===== config.mk =====
export PLATFORM = sky130hd
export DESIGN_NAME = wq_descriptor_dispatcher
export DESIGN_NICKNAME = d
export VERILOG_FILES = /design/src/rtl/wq_descriptor_dispatcher.sv
export SDC_FILE = /design/constraint.sdc
export NUM_CORES = 1
export LEC_CHECK = 0
export CORE_MARGIN = 2
export CORE_UTILIZATION = 45
export DETAILED_ROUTE_END_ITERATION = 16
export GPL_ROUTABILITY_DRIVEN = 0
export PLACE_DENSITY_LB_ADDON = 0.2
export SYNTH_ARGS = -nofsm -noshare
export SYNTH_HDL_FRONTEND = slang
export SYNTH_SLANG_ARGS = --single-unit

===== constraint.sdc =====
create_clock -name clock -period 3.5 [get_ports clock]
set_input_delay 1.05 -clock clock [delete_from_list [all_inputs] [get_ports clock]]
set_output_delay 1.05 -clock clock [all_outputs]
set_load 0.02 [all_outputs]

===== src/rtl/wq_descriptor_dispatcher.sv =====
// Pops work-queue entries and replays each as four DCS register writes (W0..W3, W3 = go).
// Pop to first bus word is 1 cycle; each word holds while the selected WaitRequest is high.
module wq_descriptor_dispatcher #(
  parameter logic [7:0] REG_BASE = 8'h00,
  parameter logic [4:0] OP_READ  = 5'd1,
  parameter logic [4:0] OP_WRITE = 5'd2,
  parameter int         CNT_W    = 16
) (
  input  logic             clock,
  input  logic             reset,
  input  logic             enable,
  input  logic             fifoEmpty,
  input  logic [115:0]     fifoData,
  output logic             fifoPop,
  output logic             RdDCSChipSelect_o,
  output logic             RdDCSWrite_o,
  output logic             RdDCSRead_o,
  output logic [7:0]       RdDCSAddress_o,
  output logic [31:0]      RdDCSWriteData_o,
  output logic [3:0]       RdDCSByteEnable_o,
  input  logic             RdDCSWaitRequest_i,
  output logic             WrDCSChipSelect_o,
  output logic             WrDCSWrite_o,
  output logic             WrDCSRead_o,
  output logic [7:0]       WrDCSAddress_o,
  output logic [31:0]      WrDCSWriteData_o,
  output logic [3:0]       WrDCSByteEnable_o,
  input  logic             WrDCSWaitRequest_i,
  output logic             busy,
  output logic [CNT_W-1:0] dispatchCount,
  output logic [CNT_W-1:0] dropCount
);

  typedef enum logic [2:0] {IDLE, W0, W1, W2, W3} state_t;

  state_t       state, stateNext;
  logic [110:0] entry;
  logic         toWrite;
  logic [4:0]   headOp;
  logic [2:0]   headNum;
  logic         headValid;
  logic         active, selWait, xferDone;
  logic         tryPop, dispatchDone, dropInc;
  logic [31:0]  word;
  logic [1:0]   wordIdx;
  logic [7:0]   wordAddr;
  logic         rdSel, wrSel;

  assign headOp    = fifoData[115:111];
  assign headNum   = fifoData[110:108];
  assign headValid = ((headOp == OP_READ) || (headOp == OP_WRITE)) && (headNum != 3'd0);

  assign active   = (state != IDLE);
  assign selWait  = toWrite ? WrDCSWaitRequest_i : RdDCSWaitRequest_i;
  assign xferDone = active && !selWait;

  // W3 completion re-evaluates the pop condition so entries stream without a bubble.
  always_comb begin
    stateNext    = state;
    tryPop       = 1'b0;
    fifoPop      = 1'b0;
    dispatchDone = 1'b0;
    dropInc      = 1'b0;
    case (state)
      IDLE: tryPop = 1'b1;
      W0:   if (xferDone) stateNext = W1;
      W1:   if (xferDone) stateNext = W2;
      W2:   if (xferDone) stateNext = W3;
      W3: begin
        if (xferDone) begin
          dispatchDone = 1'b1;
          stateNext    = IDLE;
          tryPop       = 1'b1;
        end
      end
      default: stateNext = IDLE;
    endcase
    if (tryPop && reset && enable && !fifoEmpty) begin
      fifoPop = 1'b1;
      if (headValid) stateNext = W0;
      else           dropInc   = 1'b1;
    end
  end

  always_ff @(posedge clock or negedge reset) begin
    if (!reset) begin
      state         <= IDLE;
      entry         <= '0;
      toWrite       <= 1'b0;
      dispatchCount <= '0;
      dropCount     <= '0;
    end else begin
      state <= stateNext;
      if (fifoPop) begin
        entry   <= fifoData[110:0];
        toWrite <= (headOp == OP_WRITE);
      end
      if (dispatchDone) dispatchCount <= dispatchCount + CNT_W'(1);
      if (dropInc)      dropCount     <= dropCount + CNT_W'(1);
    end
  end

  always_comb begin
    word    = '0;
    wordIdx = 2'd0;
    case (state)
      W0: word = entry[31:0];
      W1: begin word = entry[63:32]; wordIdx = 2'd1; end
      W2: begin word = {5'd0, entry[110:108], entry[107:100], 7'd0, entry[99:91]}; wordIdx = 2'd2; end
      W3: begin word = {5'd0, entry[90:64]}; wordIdx = 2'd3; end
      default: ;
    endcase
  end

  assign wordAddr = REG_BASE + {4'd0, wordIdx, 2'b00};
  assign rdSel    = active && !toWrite;
  assign wrSel    = active && toWrite;

  assign RdDCSChipSelect_o = rdSel;
  assign RdDCSWrite_o      = rdSel;
  assign RdDCSRead_o       = 1'b0;
  assign RdDCSAddress_o    = rdSel ? wordAddr : 8'h00;
  assign RdDCSWriteData_o  = rdSel ? word : 32'h0;
  assign RdDCSByteEnable_o = rdSel ? 4'hF : 4'h0;

  assign WrDCSChipSelect_o = wrSel;
  assign WrDCSWrite_o      = wrSel;
  assign WrDCSRead_o       = 1'b0;
  assign WrDCSAddress_o    = wrSel ? wordAddr : 8'h00;
  assign WrDCSWriteData_o  = wrSel ? word : 32'h0;
  assign WrDCSByteEnable_o = wrSel ? 4'hF : 4'h0;

  assign busy = active;

endmodule


==> impl_metrics.py, run 1 <==
metrics = {
    "clock_tree": {
        "htree_levels": 4,
        "cts-root-buf": "clkbuf_16",
        "clk_pin_slew_ns": 0.06,
        "cts_made_buffers": 17,
        "cts.path.max_buffers": 2,
        "cts.sinks": 147,
        "clkLatencyLatePin_ns": 0.41,
        "cts_tree": "yes",
    },
    "synth": {
        "synth_edf_count": 0,
        "ys_types": 41,
        "ys.flop_type": "dfrtp_1",
        "synth.largest_area_cell": "dfrtp_1",
        "ys_seq_area_frac": 0.5310,
        "avgSynthCellArea_um2": 11.99,
        "synth-seq-cells": 147,
        "synth_area_leaders": "dfrtp_1 (53%), mux2_2 (18%), nor2_1 (3.7%), buf_4 (2.6%), a221oi_1 (2.5%)",
        "netlist_area_um2": 6928,
        "async_flop_share": 1.000,
        "yosys.area.top_type_share": 0.5310,
        "ys_warn_count": 0,
        "syn_inst": 578,
    },
    "grt": {
        "grt_max_degree": 148,
        "grt_overflow": 0,
        "grt_pass1_wl_um": 28590,
        "antenna_found_initial": 0,
        "globalRouteTotalUtil": 0.2252,
        "grt_pass1_vias": 5522,
    },
    "die": {
        "start_util": 0.4574,
        "die_area_um2": 16400,
        "io_pins": 250,
        "rows": 45,
        "core-area_um2": 15150,
        "die_height_um": 128.1,
        "die_w_um": 128.1,
    },
    "setup_path": {
        "worstSetupStartpointType": "input pin",
        "reg2reg_from": "toWrite",
        "crit_slowest_cell": "a2111o_2",
        "cp-startpoint": "RdDCSWaitRequest_i",
        "cp.required_ns": 2.45,
        "cp-endpoint": "fifoPop",
        "ff2ff_path_depth": 5,
        "worstSetupPathType": "input pin to primary output",
        "reg2reg_setup_slack_ns": 0.86,
        "end_kind": "primary output",
        "critical_path.top_delay_family": "buffers and inverters",
        "timing.rr.end": "entry[48]",
        "critPathMaxStageDelay_ns": 0.48,
        "crit_arrival_ns": 2.40,
        "crit_buf_inv": 3,
        "crit_cells": 5,
        "crit_chain": "clkdlybuf4s50_1 -> mux2_4 -> a2111o_2 -> inv_2 -> buf_6",
        "crit_fanout": 2,
    },
    "sta": {
        "fmax_mhz": 289.9,
        "fin_crit_ns": 3.450,
        "fin_skew_ns": 0.005149,
        "final-setup-viol-count": 0,
        "tightestPinTransition_ns": 0.8973,
        "drv_slew": 0,
        "timing_hold_violations_final": 0,
        "fin_crit_sh": 0.9856,
        "slew_headroom": 0.4018,
    },
    "flow_run": {
        "cap_violations": 0,
    },
    "drt": {
        "vias": 5331,
        "first_pass_iters": 5,
        "final_antenna_net_count": 0,
        "drtIter0Drc": 278,
        "vias_per_cell": 5.299,
        "routedWlPerCell_um": 18.12,
        "drt_wl_total_um": 18220,
        "drc": 0,
    },
    "pwr": {
        "power.total_uw": 7710,
        "power_density_nw_per_um2": 754.6,
        "worst_ir_drop_vdd_v": 0.0004162,
        "p_leak_uw": 0.004900,
    },
    "finish": {
        "fin_util": 0.6746,
        "layout_commonest_cell": "clkdlybuf4s50_1",
        "final_cell_mix": "clkdlybuf4s50_1 (186), dfrtp_1 (144), mux2_2 (113)",
        "nNetsFinal": 929,
        "diodes": 0,
        "drive_above_1_share": 0.2506,
        "area_growth_pct": 47.48,
    },
    "hold_path": {
        "min_path_type": "flip-flop to flip-flop",
    },
    "placed_design": {
        "port_buffers": 235,
        "hpwlAfterDp_um": 12840,
    },
    "outcome": {
        "status": "finished, final reports clean",
    },
}
## cells in the mapped netlist (2+ instances only)
cell       count
ha_1           2
nor4b_2        2
dfrtp_1      147
xor2_1        17
nor4_1         5
a22oi_1       13
and3_1         5
nor3_1        10
nand3_1       11
mux2_2       113
nor3b_1        3
a22o_1        20
a221oi_1      20
xnor2_1       15
nor2b_1        4
inv_1          6
nand4_1        6
a2bb2oi_1      7
nand2_1       16
nor2_1        69
and4_1         5
buf_4         24
buf_2         16
clkbuf_1      25
## logic make-up after synthesis
kind of cell,after synthesis,synth area share
AO/OA/AOI/OAI,65,0.07910
buffers and inverters,73,0.05653
XOR/XNOR,32,0.04046
other,1,0.0005413
AND/OR/NAND/NOR,143,0.1015
adder cells (fa/ha/maj),2,0.003611
flip-flops,147,0.5310
multiplexers,115,0.1873
## worst min path at each step
stage,startpoint,end,slack (ns),depth (start not counted)
3_5_place_dp,dispatchCount[15],dispatchCount[15],0.46,1
4_1_cts,dispatchCount[15],dispatchCount[15],0.48,1
6_report,dispatchCount[15],dispatchCount[15],0.47,1
3_3_place_gp,dropCount[15],dropCount[15],0.46,1
2_1_floorplan,entry[32],entry[32],0.48,1
5_1_grt,dispatchCount[15],dispatchCount[15],0.50,1
## per-stage QoR
stage	TNS (ns)	hold WS, ns	cell area (um^2)	setup slack, ns	instances
after floorplan	0	0.4794	6977	0.2166	591
after global placement	-0.4251	0.4633	9418	-0.4251	973
after detailed placement	-0.4367	0.4638	9418	-0.4367	973
after CTS	0	0.4759	10060	0.002100	1005
after global routing	-0.01768	0.5013	10220	-0.006676	1006
final	0	0.4741	10220	0.05025	1006
## worst register-to-register path: stages, from the launching register on
cell      delay, ns
dfrtp_1        0.58
mux2_4         0.35
a2111o_2       0.48
buf_4          0.23
buf_4          0.41
mux2_2         0.46
## routing by layer
metal  part of all wire  wire, um  up-vias  track usage
met4              0.015       281        0      0.07563
met2               0.51      9380      160       0.3825
met3              0.042       774       24      0.04674
li1                   -         -     2490            -
met5                  0         0        -            0
met1               0.43      7788     2657       0.2889
## report_power, final
part	leakage [uW]	internal, uW	switching (uW)
clock	0.000267	1040	705
sequential	0.00181	2400	439
combinational	0.00282	1590	1530
## timing repair
action                     4_1_cts  5_1_grt
hold endpoints to repair         0        0
hold buffers                     0        0
buffers inserted                 0        1
gates resized for setup         31       51
pin swaps                        0        0
setup endpoints to repair       50       59
## flip-flops by register name (all words and copies together) (netlist names)
name,count
state,3
entry,111
dropCount,16
toWrite,1
dispatchCount,16
## layout make-up
class | instances | area [um^2]
fillers | 1147 | 4928
flip-flops and latches | 147 | 3682
multi-input cells | 371 | 3035
repair buffers | 262 | 2673
clock buffers | 18 | 429.2
well taps | 188 | 235.2
clock inverters | 14 | 140.1
inverters | 6 | 22.52
No activity file was read; power rests on OpenSTA's default activity.
==> run 2: changes to the inputs <==
Settings changed: CELL_PAD_IN_SITES_DETAIL_PLACEMENT from default to 2, CELL_PAD_IN_SITES_GLOBAL_PLACEMENT from default to 2, CORE_UTILIZATION 45 to 30.
Clock period 3.5 ns to 4.4 ns, I/O delays scaled along.
==> run 2 against run 1 <==
Against the previous run:
- routed wire length up 29%
- sequential cell count unchanged
- sequential share of layout area up 0.48 points
- utilization down 23 points
- sequential power down 20%
- global-route usage down 2.8 points
- worst hold slack better by 0.012 ns
- critical path depth unchanged
- power down 20%
- first-iteration DRC count down 51%
- clock power down 16%
- register-to-register slack better by 0.52 ns
- critical path type unchanged
- critical endpoint unchanged
- largest power group unchanged
- highest routed layer is now met5
==> impl_metrics.py, run 2 (synthesized netlist as in run 1, its figures left out) <==
metrics = {
    "finish": {
        "drive_above_1_share": 0.2138,
        "final_cell_mix": "clkdlybuf4s50_1 (233), dfrtp_1 (147), mux2_2 (113)",
        "layout_commonest_cell": "clkdlybuf4s50_1",
        "fillCellCount": 2252,
        "area_growth_pct": 45.40,
        "top_register": "entry",
        "final_area_um2": 10070,
        "layout_top_registers": "entry: 111 flops, dispatchCount: 16 flops, dropCount: 16 flops",
        "largest_register_ffs": 111,
        "nNetsFinal": 922,
    },
    "setup_path": {
        "crit_slowest_cell": "a2111o_2",
        "worstSetupPathType": "input pin to primary output",
        "crit_buf_inv": 3,
        "crit_fanout": 2,
        "critical_path.top_delay_family": "buffers and inverters",
        "reg2reg_from": "toWrite",
        "cp-startpoint": "WrDCSWaitRequest_i",
        "critPathMaxStageDelay_ns": 0.48,
        "end_kind": "primary output",
        "worstSetupStartpointType": "input pin",
        "reg2reg_setup_slack_ns": 1.38,
        "crit_cells": 5,
        "timing.rr.end": "entry[89]",
        "crit_arrival_ns": 3.00,
        "crit_chain": "clkdlybuf4s50_1 -> mux2_4 -> a2111o_2 -> inv_1 -> dlygate4sd2_1",
        "ff2ff_path_depth": 5,
        "cp-endpoint": "fifoPop",
        "cp.required_ns": 3.08,
    },
    "sta": {
        "fin_crit_ns": 4.319,
        "fmax_mhz": 231.5,
        "timing_hold_violations_final": 0,
        "fin_skew_ns": 0.01007,
        "drv_slew": 0,
        "final-setup-viol-count": 0,
        "fin_crit_sh": 0.9817,
        "rsz0062_at_grt": "false",
        "slew_headroom": 0.3319,
        "tightestPinTransition_ns": 1.002,
    },
    "pwr": {
        "worst_ir_drop_vdd_v": 0.0002838,
        "power.total_uw": 6199,
        "p_leak_uw": 0.004194,
        "power_density_nw_per_um2": 615.4,
    },
    "hold_path": {
        "min_path_type": "flip-flop to flip-flop",
        "hold_start": "dispatchCount[15]",
    },
    "flow_run": {
        "cap_violations": 0,
    },
    "clock_tree": {
        "clk_pin_slew_ns": 0.06,
        "cts.path.max_buffers": 2,
        "htree_levels": 4,
        "cts_tree": "yes",
        "cts-root-buf": "clkbuf_16",
        "cts.sinks": 147,
        "cts_made_buffers": 17,
        "post-cts-setup-buffer-count": 0,
        "cts_hold_buffers": 0,
        "clkLatencyLatePin_ns": 0.42,
    },
    "die": {
        "die_height_um": 156.0,
        "io_pins": 250,
        "core-area_um2": 22640,
        "die_w_um": 156.0,
        "start_util": 0.3060,
        "rows": 55,
        "die_area_um2": 24330,
    },
    "grt": {
        "antenna_found_initial": 3,
        "grt_pass1_vias": 6280,
        "globalRouteTotalUtil": 0.1975,
        "grt_overflow": 0,
        "grt_pass1_wl_um": 36560,
        "grt_max_degree": 78,
    },
    "placed_design": {
        "hpwlAfterDp_um": 17110,
        "post_dp_cell_area_um2": 9482,
        "port_buffers": 235,
    },
    "drt": {
        "drc": 0,
        "vias": 5408,
        "drtIter0Drc": 135,
        "vias_per_cell": 4.934,
        "final_antenna_net_count": 0,
        "routedWlPerCell_um": 21.41,
        "first_pass_iters": 4,
        "drt_wl_total_um": 23460,
    },
    "outcome": {
        "status": "finished, final reports clean",
    },
}
==> run 2: cell types whose count changed in the layout (fill, tap and decap cells not counted), sizes merged <==
cell / before / now
dlygate4sd2: 10 / 1
clkinv: 7 / 2
clkdlybuf4s50: 186 / 233
buf: 29 / 21
diode: 0 / 2
dlymetal6s2s: 37 / 0
inv: 6 / 8
bufinv: 2 / 3
==> run 2: power by group <==
| group | internal [uW] | switching (uW) |
|---|---|---|
| Sequential | 1910 | 355 |
| Combinational | 1240 | 1230 |
| Clock | 888 | 582 |
| Total | 4030 | 2170 |
==> run 2: area by class of cell <==
cell class,count,area [um^2],share of cell area
Clock inverter,12,158.9,0.01577
Clock buffer,18,429.2,0.04260
Multi-Input combinational cell,371,2920,0.2899
Timing Repair Buffer,255,2502,0.2484
Sequential cell,147,3679,0.3652
Inverter,6,22.52,0.002236
Antenna cell,2,5.005,0.0004968
Tap cell,285,356.6,0.03540
==> run 2: worst min path at each step <==
stage / endpoint / slack [ns] / depth (start not counted)
after floorplan: entry[32] / 0.48 / 1
after global placement: dropCount[15] / 0.46 / 1
after detailed placement: dispatchCount[15] / 0.48 / 1
after CTS: dispatchCount[15] / 0.49 / 1
after global routing: dispatchCount[15] / 0.50 / 1
final: dispatchCount[15] / 0.49 / 1
==> run 2: worst reg2reg max path: stages (launching register included) <==
cell      delay [ns]
dfrtp_1         0.58
mux2_4          0.24
a2111o_2        0.14
buf_4           0.54
buf_4           0.92
mux2_2          0.48
==> run 2: metal layers <==
metal / vias up / track usage / part of all wire
met4: 2 / 0.05767 / 0.018
li1: 2462 / - / -
met3: 22 / 0.05389 / 0.059
met5: - / 0 / 0.00055
met2: 171 / 0.3489 / 0.51
met1: 2751 / 0.2353 / 0.42
==> run 2: stage by stage <==
stage	cells	hold WS [ns]	setup WS (ns)	utilization	TNS, ns
floorplan	591	0.4794	0.5766	-	0
global placement	1064	0.4644	-0.1517	0.4188	-0.1517
detailed placement	1064	0.4809	-0.1872	0.4188	-0.1872
CTS	1094	0.4940	0.08809	0.4447	0
global route	1096	0.4997	0.004923	0.4449	0
finish	1096	0.4859	0.08062	0.4449	0
==> run 2: repair_timing <==
action / 4_1_cts / 5_1_grt
setup endpoints to repair: 1 / 0
gates resized for setup: 1 / 0
hold endpoints to repair: 0 / 0
